==> src/rtl/div.sv <==
// Multi-cycle radix-2 restoring divider for the EX stage.
// result_o = {remainder, quotient}; handles DIV/DIVU, divide-by-zero and flush.
module div #(
   parameter int DATA_W = 32,
   parameter int CNT_W  = 6
) (
   input  logic                  clk,
   input  logic                  rst,
   input  logic                  signed_div_i,
   input  logic [DATA_W-1:0]     opdata1_i,
   input  logic [DATA_W-1:0]     opdata2_i,
   input  logic                  start_i,
   input  logic                  annul_i,
   output logic [2*DATA_W-1:0]   result_o,
   output logic                  ready_o
);

   typedef enum logic [1:0] {
      DIV_FREE    = 2'b00,
      DIV_BY_ZERO = 2'b01,
      DIV_ON      = 2'b10,
      DIV_END     = 2'b11
   } state_t;

   localparam logic [DATA_W-1:0]   ONE_D  = {{(DATA_W-1){1'b0}}, 1'b1};
   localparam logic [DATA_W-1:0]   ZERO_D = {DATA_W{1'b0}};
   localparam logic [CNT_W-1:0]    ONE_C  = {{(CNT_W-1){1'b0}}, 1'b1};
   localparam logic [CNT_W-1:0]    ZERO_C = {CNT_W{1'b0}};
   localparam logic [CNT_W-1:0]    LAST_C = CNT_W'(DATA_W);
   localparam logic [2*DATA_W-1:0] ZERO_R = {(2*DATA_W){1'b0}};

   function automatic logic [DATA_W-1:0] neg(input logic [DATA_W-1:0] v);
      return ~v + ONE_D;
   endfunction

   state_t                state_r, state_s;
   logic [CNT_W-1:0]      cnt_r, cnt_s;
   logic [DATA_W-1:0]     rem_r, rem_s;
   logic [DATA_W-1:0]     dvd_r, dvd_s;     // dividend shifts out, quotient shifts in
   logic [DATA_W-1:0]     dsr_r, dsr_s;
   logic                  signed_r, signed_s;
   logic                  sign1_r, sign1_s;
   logic                  sign2_r, sign2_s;
   logic [2*DATA_W-1:0]   result_r, result_s;
   logic                  ready_r, ready_s;
   logic [DATA_W:0]       part_s, trial_s;
   logic [DATA_W-1:0]     quot_s, remd_s;

   // Next-state, datapath step and output computation.
   always_comb begin
      state_s  = state_r;
      cnt_s    = cnt_r;
      rem_s    = rem_r;
      dvd_s    = dvd_r;
      dsr_s    = dsr_r;
      signed_s = signed_r;
      sign1_s  = sign1_r;
      sign2_s  = sign2_r;
      result_s = result_r;
      ready_s  = ready_r;
      part_s   = {rem_r, dvd_r[DATA_W-1]};
      trial_s  = part_s - {1'b0, dsr_r};
      quot_s   = (signed_r && (sign1_r ^ sign2_r)) ? neg(dvd_r) : dvd_r;
      remd_s   = (signed_r && sign1_r) ? neg(rem_r) : rem_r;
      case (state_r)
         DIV_FREE: begin
            result_s = ZERO_R;
            ready_s  = 1'b0;
            if (start_i && !annul_i) begin
               if (opdata2_i == ZERO_D) begin
                  state_s = DIV_BY_ZERO;
               end else begin
                  state_s  = DIV_ON;
                  signed_s = signed_div_i;
                  sign1_s  = opdata1_i[DATA_W-1];
                  sign2_s  = opdata2_i[DATA_W-1];
                  dvd_s    = (signed_div_i && opdata1_i[DATA_W-1]) ? neg(opdata1_i) : opdata1_i;
                  dsr_s    = (signed_div_i && opdata2_i[DATA_W-1]) ? neg(opdata2_i) : opdata2_i;
                  cnt_s    = ZERO_C;
                  rem_s    = ZERO_D;
               end
            end else begin
               state_s = DIV_FREE;
            end
         end
         DIV_BY_ZERO: begin
            state_s  = DIV_END;
            result_s = ZERO_R;
            ready_s  = 1'b1;
         end
         DIV_ON: begin
            if (annul_i) begin
               state_s  = DIV_FREE;
               result_s = ZERO_R;
               ready_s  = 1'b0;
            end else if (cnt_r == LAST_C) begin
               state_s  = DIV_END;
               result_s = {remd_s, quot_s};
               ready_s  = 1'b1;
            end else begin
               cnt_s = cnt_r + ONE_C;
               // Restoring step: keep the shifted remainder when the trial goes negative.
               if (!trial_s[DATA_W]) begin
                  rem_s = trial_s[DATA_W-1:0];
                  dvd_s = {dvd_r[DATA_W-2:0], 1'b1};
               end else begin
                  rem_s = part_s[DATA_W-1:0];
                  dvd_s = {dvd_r[DATA_W-2:0], 1'b0};
               end
            end
         end
         DIV_END: begin
            if (!start_i) begin
               state_s  = DIV_FREE;
               result_s = ZERO_R;
               ready_s  = 1'b0;
            end else begin
               state_s = DIV_END;
            end
         end
         default: begin
            state_s  = DIV_FREE;
            result_s = ZERO_R;
            ready_s  = 1'b0;
         end
      endcase
   end

   // State, datapath and output registers.
   always_ff @(posedge clk or negedge rst) begin
      if (!rst) begin
         state_r  <= DIV_FREE;
         cnt_r    <= ZERO_C;
         rem_r    <= ZERO_D;
         dvd_r    <= ZERO_D;
         dsr_r    <= ZERO_D;
         signed_r <= 1'b0;
         sign1_r  <= 1'b0;
         sign2_r  <= 1'b0;
         result_r <= ZERO_R;
         ready_r  <= 1'b0;
      end else begin
         state_r  <= state_s;
         cnt_r    <= cnt_s;
         rem_r    <= rem_s;
         dvd_r    <= dvd_s;
         dsr_r    <= dsr_s;
         signed_r <= signed_s;
         sign1_r  <= sign1_s;
         sign2_r  <= sign2_s;
         result_r <= result_s;
         ready_r  <= ready_s;
      end
   end

   assign result_o = result_r;
   assign ready_o  = ready_r;

endmodule

==> config.mk <==
export PLATFORM = sky130hd
export DESIGN_NAME = div
export DESIGN_NICKNAME = d
export VERILOG_FILES = /design/src/rtl/div.sv
export SDC_FILE = /design/constraint.sdc
export NUM_CORES = 1
export LEC_CHECK = 0
export CAP_MARGIN = 20
export CORE_ASPECT_RATIO = 0.7
export CORE_MARGIN = 2
export CORE_UTILIZATION = 57
export DETAILED_ROUTE_END_ITERATION = 6
export GPL_TIMING_DRIVEN = 0
export MAX_ROUTING_LAYER = met4
export PLACE_DENSITY = 0.81
export SLEW_MARGIN = 10
export SYNTH_ARGS = -nofsm -noshare
export SYNTH_HDL_FRONTEND = slang
export SYNTH_SLANG_ARGS = --single-unit
==> constraint.sdc <==
create_clock -name clk -period 5 [get_ports clk]
set_clock_uncertainty 0.2 [all_clocks]
set_input_delay 1.5 -clock clk [delete_from_list [all_inputs] [get_ports clk]]
set_output_delay 1.5 -clock clk [all_outputs]
set_load 0.03 [all_outputs]
==> flow_metrics.env <==
export IMPL_drt_wl_total_mm=31.4
export IMPL_setup_repair_after_global_routing_missed_its_margin="false"
export IMPL_placed_area_sq_mm=0.0127
export IMPL_period_needed_ns=4.70
export IMPL_synth_warnings=0
export IMPL_grt_start_max_net_pins=98
export IMPL_gp_congestion=1.00
export IMPL_design_final_nets=1591
export IMPL_peakVddDrop_uv=265
export IMPL_power_leakage_nw=5.80
export IMPL_vias_after_detailed_routing=10500
export IMPL_synth_cell_area_sq_mm=0.0111
export IMPL_die_area_sq_mm=0.0205
export IMPL_count_of_flip_flops_with_a_built_in_enable_after_synthesis=0
export IMPL_dp_hpwl_mm=24.5
export IMPL_worst_hold_path_endpoint="result_o[36]"
export IMPL_average_wire_per_cell_in_the_routed_design_um=17.9
export IMPL_crit_path_end_kind="flip-flop"
export IMPL_placement_io_buffers=133
export IMPL_critPathMaxFanout=10
export IMPL_drt_pass1_iter_count=5
export IMPL_n_fill_cell=1497
export IMPL_final_period_utilization=0.940
export IMPL_regToRegStartpoint="dvd_r[31]"
export IMPL_multi_input_area_sq_mm=0.00626
export IMPL_r2r_end="rem_r[29]"
export IMPL_post_synth_inst_count=1326
export IMPL_drt_drc_violations_left=0
export IMPL_worst_hold_path_type="reg2reg"
export IMPL_cts_hold_buf=0
export IMPL_critical_path_startpoint_type="input pin"
export IMPL_finish_instance_area_sq_mm=0.0133
export IMPL_slew_violations=0
export IMPL_grt_pass1_vias=9343
export IMPL_crit_path_cell_trace="clkdlybuf4s50_1, or4_4, nor4bb_1, nand4_1, or3_1, or3b_1, buf_4, a21o_1, or2_1, clkbuf_2, o311ai_0"
export IMPL_cts_tree="yes"
export IMPL_synth_net_count=1438
export IMPL_layout_area_overhead_vs_synth_pct=20.8
export IMPL_worst_r2r_path_depth=15
export IMPL_floorplan_core_area_sq_mm=0.0190
export IMPL_hold_path_startpoint="result_o[36]"
export IMPL_cts_root_buffer="sky130_fd_sc_hd__clkbuf_16"
export IMPL_critical_path_slowest_cell="sky130_fd_sc_hd__or4_4"
export IMPL_yosysSeqAreaShare=0.389
export IMPL_ys_ff_latch=172
export IMPL_ys_types=65
export IMPL_boundaryPins=134
export IMPL_drt_iter0_markers=1214
export IMPL_grt_first_pass_wirelength_mm=49.5
export IMPL_arrival_ns=4.80
export IMPL_critical_path_required_ns=5.10
export IMPL_number_of_cts_inserted_buffers=17
export IMPL_rows=42
export IMPL_layout_area_seq_sq_mm=0.00430
export IMPL_clock_sink_count=172
export IMPL_power_density_cell_area_mw_per_mm2=486
export IMPL_ratio_of_routed_vias_to_standard_cells=5.96
export IMPL_worst_hold_path_cells=2
export IMPL_grt_antenna_before_repair=0
export IMPL_mostFrequentLayoutCell="sky130_fd_sc_hd__nand2_1"
export IMPL_remaining_antenna_violation_count=0
export IMPL_placement_setup_worst_slack_ns=-0.288
export IMPL_fmaxAchievable_ghz=0.213
export IMPL_grt_remaining_overflow=0
export IMPL_fin_tns_setup_ns=0
export IMPL_clk_insertion_delay_late_ns=0.44
export IMPL_syn_avg_cell_area_sq_um=8.33
export IMPL_async_reset_ff_frac=1.00
export IMPL_hold_viol_final=0
export IMPL_antennaDiodeCount=0
export IMPL_clock_path_buffers=2
export IMPL_critical_path_type="in2reg"
export IMPL_layout_setup_ws_ns=0.299
export IMPL_drv_cap=0
export IMPL_slew_headroom=0.324
export IMPL_setup_violations=0
export IMPL_start_util=0.583
export IMPL_top_library_cells_by_usage_in_the_layout_fill_and_taps_aside="sky130_fd_sc_hd__nand2_1 (184), sky130_fd_sc_hd__dfrtp_1 (172), sky130_fd_sc_hd__o21ai_0 (165)"
export IMPL_outcome="completed"
export IMPL_timing_worst_slew_pin_value_ns=0.988
export IMPL_minimum_setup_slack_among_reg_to_reg_paths_ns=0.51
export IMPL_h_tree_depth=4
export IMPL_die_height_um=120
export IMPL_die_width_um=170
export IMPL_postSynth_topFlopCell="sky130_fd_sc_hd__dfrtp_1"
export IMPL_drive_gt1_frac=0.0449
export IMPL_cts_clk_slew_worst_paths_ns=0.07
export IMPL_track_usage=0.320
export IMPL_worst_path_largest_cell_delay_ns=0.58
## worst max-delay path: cells and delay by family
| kind | cells | cell delay, ns |
|---|---|---|
| buffers and inverters | 3 | 0.83 |
| AND/OR/NAND/NOR | 6 | 1.94 |
| AO/OA/AOI/OAI | 2 | 0.53 |
## metrics by stage
step | hold slack, ns | instances | power (mW) | utilization
finish | 0.283 | 1756 | 6.48 | 0.704
global placement | 0.263 | 1723 | 4.99 | 0.670
CTS | 0.287 | 1756 | 6.41 | 0.703
floorplan | 0.250 | 1326 | 4.09 | -
global route | 0.313 | 1756 | 6.89 | 0.704
detailed placement | 0.271 | 1724 | 5.08 | 0.672
## cell type report
class | instances | area share
clock inverter | 15 | 0.0128
inverter | 54 | 0.0152
clock buffer | 17 | 0.0319
buffer | 61 | 0.0215
sequential | 172 | 0.322
tap | 264 | 0.0247
timing repair buffer | 134 | 0.102
multi-input combinational | 1039 | 0.469
## how the worst max path moves through the flow
stage,start,end,slack [ns],depth (start not counted)
4_1_cts,opdata2_i[0],rem_r[13],0.11,12
3_3_place_gp,rst,result_o[21],-4.59,1
2_1_floorplan,opdata2_i[6],dvd_r[11],0.93,11
3_5_place_dp,opdata2_i[0],rem_r[15],-0.29,12
6_report,opdata2_i[6],dvd_r[0],0.30,11
5_1_grt,opdata2_i[6],dvd_r[0],0.07,11
## layer usage
layer,wire length (um),part of all wire,track usage,up-vias
li1,-,-,-,4984
met1,14900,0.47,0.488,4871
met2,12200,0.39,0.415,585
met3,3980,0.13,0.102,29
met4,357,0.011,0.0614,0
met5,0,0,-,-
## logic make-up (layout without fill, tap and decap cells)
group	Yosys count	after routing	share of synthesized area
buffers and inverters	115	281	0.0440
AO/OA/AOI/OAI	412	412	0.220
adder cells (fa/ha/maj)	43	43	0.0494
multiplexers	8	8	0.00759
AND/OR/NAND/NOR	428	428	0.172
flip-flops	172	172	0.389
XOR/XNOR	148	148	0.117
## cell usage after synthesis (all sizes together) (2+ instances only)
master / instances / area share
a211oi: 4 / 0.0027
a21o: 21 / 0.014
a21oi: 119 / 0.054
a221o: 10 / 0.0091
a22o: 5 / 0.0040
a22oi: 3 / 0.0020
a31o: 2 / 0.0016
a31oi: 8 / 0.0045
a32oi: 12 / 0.0095
a41o: 2 / 0.0018
and2: 6 / 0.0034
and3: 5 / 0.0028
buf: 25 / 0.013
clkbuf: 36 / 0.012
dfrtp: 172 / 0.39
ha: 42 / 0.048
inv: 54 / 0.018
mux2: 3 / 0.0031
mux2i: 5 / 0.0045
nand2: 184 / 0.062
nand2b: 12 / 0.0068
nand3: 9 / 0.0041
nand4: 4 / 0.0023
nor2: 115 / 0.039
nor2b: 6 / 0.0034
nor3: 36 / 0.016
nor3b: 3 / 0.0020
nor4: 17 / 0.0096
o2111ai: 2 / 0.0016
o211ai: 4 / 0.0027
o21a: 5 / 0.0034
o21ai: 174 / 0.079
o21bai: 2 / 0.0014
o22ai: 5 / 0.0028
o31a: 2 / 0.0016
o31ai: 16 / 0.011
o41ai: 5 / 0.0040
or2: 4 / 0.0023
or3: 14 / 0.0079
or4: 9 / 0.0065
xnor2: 78 / 0.062
xor2: 70 / 0.055
## registers in the layout, summed over array words and instances, names as in the netlist
signal,flops
result_o,64
cnt_r,6
signed_r,1
state_r,2
sign1_r,1
ready_o,1
dvd_r,32
rem_r,32
sign2_r,1
dsr_r,32
## where the power goes
part	total [mW]	switching, mW	internal, mW
clock network	1.33	0.658	0.675
registers	2.17	0.417	1.76
logic	2.97	1.83	1.14
## timing repair
| action | CTS | global route |
|---|---|---|
| gates resized for setup | 0 | 5 |
| setup endpoints to repair | 0 | 30 |
| setup buffers | 0 | 0 |
No activity file was read; power rests on OpenSTA's default activity.
